`src/rtl/irs_block_manager_v4.sv`:
```
// IRS write-pointer / trigger-window manager: steers the write pointer around locked windows.
// Optional `IRS_BLOCK_DEADTIME_COUNTER_EN adds deadtime_o (cycles spent in SKIP).
module irs_block_manager_v4 #(
    parameter int unsigned PRETRIG_BLOCKS = 8,
    parameter int unsigned WINDOW_BLOCKS  = 16
) (
    input  logic       clk_i,
    input  logic       rst_i,
    input  logic       wr_phase_i,
    input  logic       wr_ack_i,
    output logic [8:0] block_o,
    output logic       enable_o,
    input  logic       trig_i,
    output logic       evt_valid_o,
    output logic [8:0] evt_block_o,
    input  logic       evt_done_i,
    output logic [7:0] trig_dropped_o,
    output logic [2:0] state_o
`ifdef IRS_BLOCK_DEADTIME_COUNTER_EN
    ,
    output logic [15:0] deadtime_o
`endif
);

    typedef enum logic [2:0] {
        S_RESET = 3'd0,
        S_ALIGN = 3'd1,
        S_ARM   = 3'd2,
        S_RUN   = 3'd3,
        S_POST  = 3'd4,
        S_SKIP  = 3'd5
    } state_t;

    localparam logic [8:0] WIN9    = 9'(WINDOW_BLOCKS);
    localparam logic [8:0] PRE9    = 9'(PRETRIG_BLOCKS);
    localparam logic [8:0] POSTLEN = 9'(WINDOW_BLOCKS - PRETRIG_BLOCKS);

    state_t          state, ret_state, mode_nxt;
    logic [8:0]      ptr, start, postcnt;
    logic [3:0][8:0] slot;
    logic [3:0]      slot_vld;
    logic [1:0]      rd_idx, wr_idx;
    logic [7:0]      drop_cnt;
    logic [8:0]      ack_next, jmp_ack, jmp_cur;
    logic            hit_ack, hit_cur;
    logic            running, ack_eff, fifo_full, trig_ok, trig_drop, push, pop;

    // Compare both the post-ack pointer (RUN/POST) and the current pointer (SKIP) to all locked slots
    always_comb begin
        ack_next = ptr + 9'd1;
        hit_ack  = 1'b0;
        jmp_ack  = ack_next;
        hit_cur  = 1'b0;
        jmp_cur  = ptr;
        for (int unsigned i = 0; i < 4; i++) begin
            if (slot_vld[i[1:0]] && slot[i[1:0]] == ack_next) begin
                hit_ack = 1'b1;
                jmp_ack = slot[i[1:0]] + WIN9;
            end
            if (slot_vld[i[1:0]] && slot[i[1:0]] == ptr) begin
                hit_cur = 1'b1;
                jmp_cur = slot[i[1:0]] + WIN9;
            end
        end
    end

    always_comb begin
        running   = (state == S_RUN) || (state == S_POST);
        ack_eff   = wr_ack_i && running;
        fifo_full = &slot_vld;
        trig_ok   = trig_i && (state == S_RUN) && !fifo_full;
        trig_drop = trig_i && ((state == S_POST) || (state == S_SKIP) ||
                               ((state == S_RUN) && fifo_full));
        push      = ack_eff && (state == S_POST) && (postcnt == 9'd1);
        pop       = evt_done_i && slot_vld[rd_idx];
        mode_nxt  = state;
        if (trig_ok)
            mode_nxt = S_POST;
        else if (push)
            mode_nxt = S_RUN;
    end

    always_ff @(posedge clk_i) begin
        if (rst_i) begin
            state     <= S_RESET;
            ret_state <= S_RUN;
            ptr       <= '0;
            start     <= '0;
            postcnt   <= '0;
            slot      <= '0;
            slot_vld  <= '0;
            rd_idx    <= '0;
            wr_idx    <= '0;
            drop_cnt  <= '0;
        end else begin
            case (state)
                S_RESET: state <= S_ALIGN;
                S_ALIGN: if (wr_phase_i) state <= S_ARM;
                S_ARM: begin
                    if (!wr_phase_i) begin
                        state <= S_RUN;
                        ptr   <= '0;
                    end
                end
                S_RUN, S_POST: begin
                    if (trig_ok) begin
                        start   <= (ptr - PRE9) & 9'h1FE;
                        postcnt <= POSTLEN;
                    end
                    if (ack_eff) begin
                        if (state == S_POST)
                            postcnt <= postcnt - 9'd1;
                        if (hit_ack) begin
                            ptr       <= jmp_ack;
                            ret_state <= mode_nxt;
                            state     <= S_SKIP;
                        end else begin
                            ptr   <= ack_next;
                            state <= mode_nxt;
                        end
                    end else begin
                        state <= mode_nxt;
                    end
                end
                S_SKIP: begin
                    if (hit_cur)
                        ptr <= jmp_cur;
                    state <= ret_state;
                end
                default: state <= S_RESET;
            endcase

            // Push and pop never target the same entry: full blocks push, empty blocks pop
            if (push) begin
                slot[wr_idx]     <= start;
                slot_vld[wr_idx] <= 1'b1;
                wr_idx           <= wr_idx + 2'd1;
            end
            if (pop) begin
                slot_vld[rd_idx] <= 1'b0;
                rd_idx           <= rd_idx + 2'd1;
            end
            if (trig_drop && drop_cnt != 8'hFF)
                drop_cnt <= drop_cnt + 8'd1;
        end
    end

`ifdef IRS_BLOCK_DEADTIME_COUNTER_EN
    logic [15:0] dead_cnt;

    always_ff @(posedge clk_i) begin
        if (rst_i || evt_done_i)
            dead_cnt <= '0;
        else if (state == S_SKIP && dead_cnt != 16'hFFFF)
            dead_cnt <= dead_cnt + 16'd1;
    end

    assign deadtime_o = dead_cnt;
`endif

    assign block_o        = ptr;
    assign enable_o       = running && (ptr[0] == wr_phase_i);
    assign evt_valid_o    = slot_vld[rd_idx];
    assign evt_block_o    = slot_vld[rd_idx] ? slot[rd_idx] : '0;
    assign trig_dropped_o = drop_cnt;
    assign state_o        = state;

endmodule

```
`config.mk`:
```
export PLATFORM = sky130hd
export DESIGN_NAME = irs_block_manager_v4
export DESIGN_NICKNAME = d
export VERILOG_FILES = /design/src/rtl/irs_block_manager_v4.sv
export SDC_FILE = /design/constraint.sdc
export NUM_CORES = 1
export LEC_CHECK = 0
export ABC_AREA = 1
export ABC_CLOCK_PERIOD_IN_PS = 2500
export CORE_AREA = 3 3 123 125
export DETAILED_ROUTE_END_ITERATION = 10
export DIE_AREA = 0 0 126 128
export MAX_ROUTING_LAYER = met4
export PLACE_DENSITY = 0.66
export SETUP_SLACK_MARGIN = 0.2
export SLEW_MARGIN = 10
export SYNTH_ARGS = -nofsm -noshare
export SYNTH_HDL_FRONTEND = slang
export SYNTH_SLANG_ARGS = --single-unit
```
`constraint.sdc`:
```
create_clock -name clk_i -period 2.5 [get_ports clk_i]
set_input_delay 0.5 -clock clk_i [delete_from_list [all_inputs] [get_ports clk_i]]
set_output_delay 0.5 -clock clk_i [all_outputs]
set_load 0.01 [all_outputs]
```
==> results of run 1 <==
Yosys cell counts, types with 5 or more instances:
| library cell | n |
|---|---|
| xnor2_1 | 6 |
| buf_2 | 6 |
| nor4_1 | 5 |
| nand4_1 | 14 |
| a211oi_1 | 35 |
| nand2_1 | 192 |
| nor2_1 | 134 |
| a21oi_1 | 84 |
| buf_4 | 8 |
| nand3_1 | 61 |
| inv_2 | 14 |
| clkbuf_1 | 18 |
| ha_1 | 18 |
| nor2_2 | 7 |
| xor2_1 | 25 |
| o21ai_0 | 59 |
| inv_1 | 125 |
| nor3_1 | 8 |
| clkinv_1 | 5 |
| dfxtp_1 | 80 |
| o22ai_1 | 8 |
| nand2_2 | 11 |
what timing repair did:
action	4_1_cts	5_1_grt
buffers inserted	1	10
pin swaps	1	18
endpoints found under the setup margin	14	23
resized for setup	22	63
cloned	0	1
registers in the layout, indices dropped and copies added (netlist names):
| signal | cells |
|---|---|
| start | 8 |
| slot_vld | 4 |
| ret_state | 3 |
| wr_idx | 2 |
| block_o | 9 |
| slot | 32 |
| trig_dropped_o | 8 |
| rd_idx | 2 |
| postcnt | 9 |
| state_o | 3 |
area by class of cell:
type                       instances  area share, %
sequential                        80          21.45
timing repair buffer             103          12.26
clock inverter                     6         0.8638
clock buffer                      10          3.173
timing repair inverter             1        0.08306
inverter                         145          7.409
multi-input combinational        710          51.78
tap                              180          2.990
worst max path at each step:
stage / start / to / slack (ns) / cells past startpoint
6_report: block_o[1] / block_o[4] / 0.26 / 13
5_1_grt: block_o[1] / block_o[4] / 0.10 / 13
4_1_cts: rd_idx[0] / evt_block_o[3] / 0.05 / 8
3_5_place_dp: wr_phase_i / enable_o / 0.10 / 5
3_3_place_gp: wr_phase_i / enable_o / 0.1 / 5
2_1_floorplan: rd_idx[0] / evt_block_o[6] / 0.54 / 7
worst register-to-register path: stages (launching register included):
cell        delay (ns)
dfxtp_4           0.36
ha_4              0.29
clkinvlp_4        0.16
a21oi_2           0.18
nand2_1           0.06
nand3b_1          0.24
nor2_4            0.20
nand3_4           0.17
nand2_2           0.10
nand3_1           0.07
nand2_1           0.07
nand3_1           0.08
nand2_1           0.09
a21oi_2           0.05
metal layers:
metal | global-route usage, % | part of all wire, %
met3 | 4.333 | 6.5
met5 | - | 0
met2 | 45.01 | 45
met4 | 10.03 | 3.9
met1 | 35.58 | 44
cells in the final DEF, fill, tap and decap left out, types with 6 or more instances in the layout:
master,instances
inv_2,16
a211oi_1,35
nand4_1,14
o21ai_1,12
dfxtp_1,71
nor3_1,7
clkdlybuf4s50_1,24
inv_1,121
o22ai_1,8
xor2_1,25
ha_1,16
nand2_2,16
buf_6,6
o21ai_0,50
nand3_1,59
dfxtp_2,8
nor2_2,10
xnor2_1,6
a21oi_2,7
a21oi_1,79
nand2_1,184
clkbuf_16,9
buf_4,58
nor2_1,128
nand3_2,6
nor2_4,6
per-stage QoR:
| step | cells | hold slack (ns) | worst slack [ns] |
|---|---|---|---|
| after global placement | 1207 | 0.4562 | 0.09517 |
| final | 1235 | 0.4769 | 0.2636 |
| after detailed placement | 1207 | 0.4577 | 0.1013 |
| after global routing | 1235 | 0.5011 | 0.1048 |
| after floorplan | 969 | 0.4261 | 0.5378 |
| after CTS | 1224 | 0.4733 | 0.04695 |
power by group:
part	switching, mW	internal, mW	total, mW
clock network	0.586	0.805	1.39
logic	1.46	0.936	2.40
registers	0.124	1.37	1.50
cell families (layout without fill, tap and decap cells):
family                     count (synthesis)  after routing
and+or+nand+nor                          450            450
AOI/OAI and AO/OA                        208            208
buffers and inverters                    179            265
DFF                                       80             80
xor gates and xnor gates                  33             33
adders and majority gates                 18             18
other                                      1              1
==> reports/qor.log, run 1 <==
[hold_path] Min-Delay Endpoint postcnt[7]
[clocking] clock input transition at the sequential cells of the worst setup and hold paths 0.07 ns
[synth] number of synthesized register bits 80
[synth] cell accounting for the most synthesized area dfxtp_1
[synth] mux contribution to synthesized area 0%
[sta] Worst Skew 0.008895 ns
[synth] fraction of registers with async set or reset after synthesis 0%
[sta] Total Neg Setup Slack 0 ns
[synth] post-synthesis share of cell area spent on and, or, nand and nor gates 32.74%
[setup_path] data required time of the worst path 2.74 ns
[sta] Max Freq 447.2 MHz
[clocking] Clock Tree Root clkbuf_16
[global_route] overflow left after global routing 0
[synth] parity-gate share of the synthesized area counting xor and xnor cells 5.109%
[synth] predominant post-synthesis flop cell dfxtp_1
[global_route] number of antenna violations at the first check in global routing 0
[synth] dominant cells by area after synthesis dfxtp_1 (26%), nand2_1 (12%), nor2_1 (8.3%), inv_1 (7.7%), a21oi_1 (6.9%)
[setup_path] reg-to-reg critical path startpoint block_o[1]
[power_and_ir_drop] leakage power 3.569 nW
[route] Vias 6781
[clocking] TritonCTS clock tree done
[cells_and_area] combined area of the multi-input logic cells 3900 um2
[setup_path] Worst setup SP type flip-flop
[synth] cell count after synthesis 969
[setup_path] Max stage delay cell, worst path dfxtp_4
[sta] Final Hold Violating Endpoints 0
[sta] RSZ-0062 raised after global routing yes
[synth] number of flops mapped to enable cells by yosys 0
[synth] adder-cell share of the synthesized area 3.708%
[synth] number of warnings issued by yosys 0
[setup_path] Setup crit end kind flip-flop
[hold_path] startpoint of the lowest-slack hold path postcnt[7]
[clocking] cts bufs inserted 9
[synth] largest family of logic cells by synthesized area simple AND/OR/NAND/NOR gates
[clocking] depth of the CTS H-tree 3
[global_route] all-layer global routing usage 27.88%
[route] vias per std cell 5.491
[setup_path] cell type with the highest occurrence count on the critical path nand2_1
[synth] net count after synthesis 993
[sta] Tmin final 2.236 ns
[cells_and_area] share of post-route cells with drive strength above 1 17.16%
[setup_path] Max Fanout on Critical Path 8
[synth] Seq/Total Area, Yosys 26.37%
[floorplan] Die Y 128 um
[clocking] CTS sink cnt 80
[route] Detailed Routing Iterations Pass 1 5
[cells_and_area] area occupied by registers 1615 um2
[placed_design] quantity of I/O buffers inserted on ports 35
[floorplan] starting density of the core 43.42%
[sta] period utilization 89.45%
[sta] total count of max-transition violations in the final report 0
[setup_path] number of buffer and inverter instances along the worst setup path 1
[floorplan] die width 126 um
[power_and_ir_drop] Pwr Density 701.5 nW/um2
[status] outcome complete, no violations
[setup_path] delay contributed by the slowest stage of the critical path 0.36 ns
[placed_design] cell area after placement 6929 um2
[hold_path] hold path depth 1
[route] wire length reported by the detailed router 21770 um
[setup_path] setup slack of the worst register-to-register path 0.26 ns
[cells_and_area] Nets 1074
[clocking] clk buf depth 2
[setup_path] crit path cell chain ha_4 -> clkinvlp_4 -> a21oi_2 -> nand2_1 -> nand3b_1 -> nor2_4 -> nand3_4 -> nand2_2 -> nand3_1 -> nand2_1 -> nand3_1 -> nand2_1 -> a21oi_2
[hold_path] class of the tightest hold or removal check flip-flop to flip-flop
[synth] synthesized-area fraction occupied by ao, oa, aoi and oai cells 20.05%
[floorplan] full die area 16130 um2
[setup_path] Arr. time, crit path 2.48 ns
[synth] post-synthesis instance area 6073 um2
[placed_design] detailed placer's ending HPWL 16600 um
[cells_and_area] final cell area excluding filler cells 7532 um2
[clocking] Worst-Skew Late Latency 0.35 ns
[cells_and_area] Antenna diodes 0
[placed_design] routability congestion estimate 1.007
[route] Remaining DRCs 0
[floorplan] area inside the core boundary 13990 um2
[run] max-cap check violation count 0
[cells_and_area] share of the core filled with cells 53.85%
[setup_path] Setup CP Type flip-flop to flip-flop
[global_route] maximum number of pins on one net before global-route repair 39
[floorplan] Row Count 43
[floorplan] number of ports placed on the die boundary 37
[cells_and_area] number of fill cells 1427
[sta] # setup viols final 0
[route] count of routing violations after the opening detailed-route iteration 634
[global_route] wire length of the first global-routing pass 34150 um
[synth] Mapped Avg Cell Area 6.268 um2
[power_and_ir_drop] Final Total Pwr 5.284 mW
[global_route] via count of the first global-routing pass 6220
[setup_path] Crit Reg-Reg Endpoint block_o[4]
[clocking] hold-fix buffer count after cts 0
[synth] number of different library cells in the post-synthesis netlist 48
[setup_path] FF-to-FF path depth 13
[route] remaining number of nets flagged by the antenna check after routing 0
[route] routed length per placed instance 17.63 um
[cells_and_area] area delta synth->final 24.02%
[power_and_ir_drop] maximum VDD drop 0.4241 mV
[synth] fraction of synthesized cell area taken by the top area cell type 26.37%
[setup_path] cell class contributing the biggest share of worst-path delay simple AND/OR/NAND/NOR gates
(Power assumes the default switching activity.)
==> run 2: changes to the inputs <==
CTS_CLUSTER_DIAMETER = 100   (was default)
==> results of run 2 <==
Same layout as run 1: the final DEF is identical, and so are final timing and power.
==> run 3: changes to the inputs <==
SKIP_CTS_REPAIR_TIMING = 1   (was default)
==> reports/qor.log, run 3 (same netlist as run 1, synthesis figures left out) <==
[setup_path] Max stage delay cell, worst path dfxtp_2 [was dfxtp_4]
[clocking] clock input transition at the sequential cells of the worst setup and hold paths 0.07 ns [about the same]
[setup_path] delay contributed by the slowest stage of the critical path 0.34 ns [was 0.36 ns]
[setup_path] setup slack of the worst register-to-register path 0.31 ns [was 0.26 ns]
[power_and_ir_drop] Final Total Pwr 5.219 mW [was 5.284 mW]
[power_and_ir_drop] Pwr Density 693.3 nW/um2 [was 701.5 nW/um2]
[setup_path] Setup crit end kind output port [was flip-flop]
[route] count of routing violations after the opening detailed-route iteration 675 [was 634]
[route] Detailed Routing Iterations Pass 1 5 [unchanged]
[setup_path] cell type with the highest occurrence count on the critical path buf_6 [was nand2_1]
[setup_path] crit path cell chain buf_12 -> a21oi_2 -> o21ai_1 -> nand2_2 -> clkinvlp_4 -> buf_6 -> buf_6 -> nand2_2 -> inv_2 -> buf_6 [was ha_4 -> clkinvlp_4 -> a21oi_2 -> nand2_1 -> nand3b_1 -> nor2_4 -> nand3_4 -> nand2_2 -> nand3_1 -> nand2_1 -> nand3_1 -> nand2_1 -> a21oi_2]
[cells_and_area] non-filler cells in the finished layout 1235 [unchanged]
[global_route] wire length of the first global-routing pass 34160 um [was 34150 um]
[cells_and_area] area delta synth->final 23.94% [was 24.02%]
[route] Remaining DRCs 0 [unchanged]
[clocking] Worst-Skew Late Latency 0.35 ns [about the same]
[floorplan] number of ports placed on the die boundary 37 [unchanged]
[setup_path] FF-to-FF path depth 11 [was 13]
[sta] total count of max-transition violations in the final report 0 [unchanged]
[floorplan] Row Count 43 [unchanged]
[cells_and_area] share of post-route cells with drive strength above 1 16.40% [was 17.16%]
[cells_and_area] Nets 1074 [unchanged]
[cells_and_area] share of the core filled with cells 53.81% [was 53.85%]
[setup_path] Setup CP Type flip-flop to output port [was flip-flop to flip-flop]
[setup_path] number of buffer and inverter instances along the worst setup path 6 [was 1]
[global_route] maximum number of pins on one net before global-route repair 39 [unchanged]
[route] vias per std cell 5.504 [was 5.491]
[sta] Total Neg Setup Slack 0 ns [unchanged]
[route] remaining number of nets flagged by the antenna check after routing 0 [unchanged]
[global_route] overflow left after global routing 0 [unchanged]
[route] wire length reported by the detailed router 21890 um [was 21770 um]
[setup_path] Arr. time, crit path 1.76 ns [was 2.48 ns]
[floorplan] area inside the core boundary 13990 um2 [unchanged]
[global_route] number of antenna violations at the first check in global routing 0 [unchanged]
[clocking] cts bufs inserted 9 [unchanged]
[floorplan] Die Y 128 um [unchanged]
[floorplan] starting density of the core 43.42% [unchanged]
[clocking] depth of the CTS H-tree 3 [unchanged]
[floorplan] die width 126 um [unchanged]
[sta] # setup viols final 0 [unchanged]
[cells_and_area] max reg flops 32 [unchanged]
[sta] Tmin final 2.263 ns [was 2.236 ns]
[placed_design] Placed Instances 1207 [unchanged]
[global_route] via count of the first global-routing pass 6188 [was 6220]
[placed_design] Setup WS pre-CTS 0.1013 ns [unchanged]
[sta] Worst Skew 0.01188 ns [was 0.008895 ns]
[route] Vias 6797 [was 6781]
[placed_design] routability congestion estimate 1.007 [unchanged]
[setup_path] data required time of the worst path 2.00 ns [was 2.74 ns]
[hold_path] class of the tightest hold or removal check flip-flop to flip-flop [unchanged]
[placed_design] detailed placer's ending HPWL 16600 um [unchanged]
[floorplan] full die area 16130 um2 [unchanged]
[cells_and_area] Antenna diodes 0 [unchanged]
[setup_path] Max Fanout on Critical Path 22 [was 8]
[sta] period utilization 90.52% [was 89.45%]
[clocking] CTS sink cnt 80 [unchanged]
[setup_path] worst setup path endpoint evt_block_o[3] [was block_o[4]]
[setup_path] Crit. Startpoint rd_idx[0] [was block_o[1]]
[clocking] TritonCTS clock tree done [unchanged]
[setup_path] Critical Path Stages 10 [was 13]
[clocking] Clock Tree Root clkbuf_16 [unchanged]
[status] outcome complete, no violations [unchanged]
[cells_and_area] commonest non-fill, non-tap cell in the layout nand2_1 [unchanged]
[cells_and_area] Most flops, register slot [unchanged]
[global_route] all-layer global routing usage 27.89% [was 27.88%]
[power_and_ir_drop] leakage power 3.598 nW [was 3.569 nW]
[run] max-cap check violation count 0 [unchanged]
[sta] Final Hold Violating Endpoints 0 [unchanged]
[setup_path] reg-to-reg critical path startpoint block_o[5] [was block_o[1]]
[cells_and_area] commonest cells after routing, fill and taps aside nand2_1 (187), nor2_1 (128), inv_1 (120) [was nand2_1 (184), nor2_1 (128), inv_1 (121)]
[placed_design] quantity of I/O buffers inserted on ports 35 [unchanged]
[sta] RSZ-0062 raised after global routing yes [unchanged]
[setup_path] cell class contributing the biggest share of worst-path delay buffers and inverters [was simple AND/OR/NAND/NOR gates]
[clocking] clk buf depth 2 [unchanged]
[route] routed length per placed instance 17.73 um [was 17.63 um]
[sta] Max Freq 441.9 MHz [was 447.2 MHz]
[setup_path] Crit Reg-Reg Endpoint block_o[2] [was block_o[4]]
[setup_path] Worst setup SP type flip-flop [unchanged]
[sta] final worst setup slack 0.2370 ns [was 0.2636 ns]
[power_and_ir_drop] maximum VDD drop 0.4235 mV [was 0.4241 mV]
[run 3: worst register-to-register path: stages (launching register included)]
cell      delay, ns
dfxtp_1        0.43
buf_4          0.22
nor2_1         0.10
nor4_2         0.31
nand3_2        0.18
buf_4          0.18
nand3_1        0.16
o21bai_4       0.09
inv_2          0.17
o211ai_1       0.12
nand2_1        0.08
inv_1          0.04
[run 3: final cells by class]
cell class	instances	area (um2)
Tap cell	180	225.2
Fill cell	1414	6461
Clock inverter	6	65.06
Inverter	145	550.5
Timing Repair Buffer	103	965.9
Multi-Input combinational cell	710	3864
Timing Repair inverter	1	7.507
Clock buffer	10	239.0
Sequential cell	80	1610
[run 3: stage by stage]
stage                     cell area, um2  hold slack, ns
final                               7527          0.4771
after global routing                7527          0.5011
after CTS                           7233          0.4733
after detailed placement            6929          0.4577
after global placement              6929          0.4562
after floorplan                     6073          0.4261
[run 3: how the worst min path moves through the flow]
stage / to / from / cells past startpoint
2_1_floorplan: ret_state[1] / ret_state[1] / 2
3_3_place_gp: postcnt[7] / postcnt[7] / 1
3_5_place_dp: postcnt[7] / postcnt[7] / 1
4_1_cts: postcnt[7] / postcnt[7] / 1
5_1_grt: postcnt[7] / postcnt[7] / 1
6_report: postcnt[7] / postcnt[7] / 1
[run 3: report_power, final]
group / leakage [nW] / internal [mW] / switching [mW] / total (mW)
logic: 2.80 / 0.897 / 1.44 / 2.34
clock network: 0.149 / 0.806 / 0.594 / 1.40
registers: 0.649 / 1.37 / 0.116 / 1.48
[run 3: per-layer routing]
layer	track usage, %	share of wire [%]	wire length, um
met5	-	0	0
met4	10.79	4.0	886
met3	4.125	7.5	1632
met2	44.38	45	9825
met1	35.94	44	9549
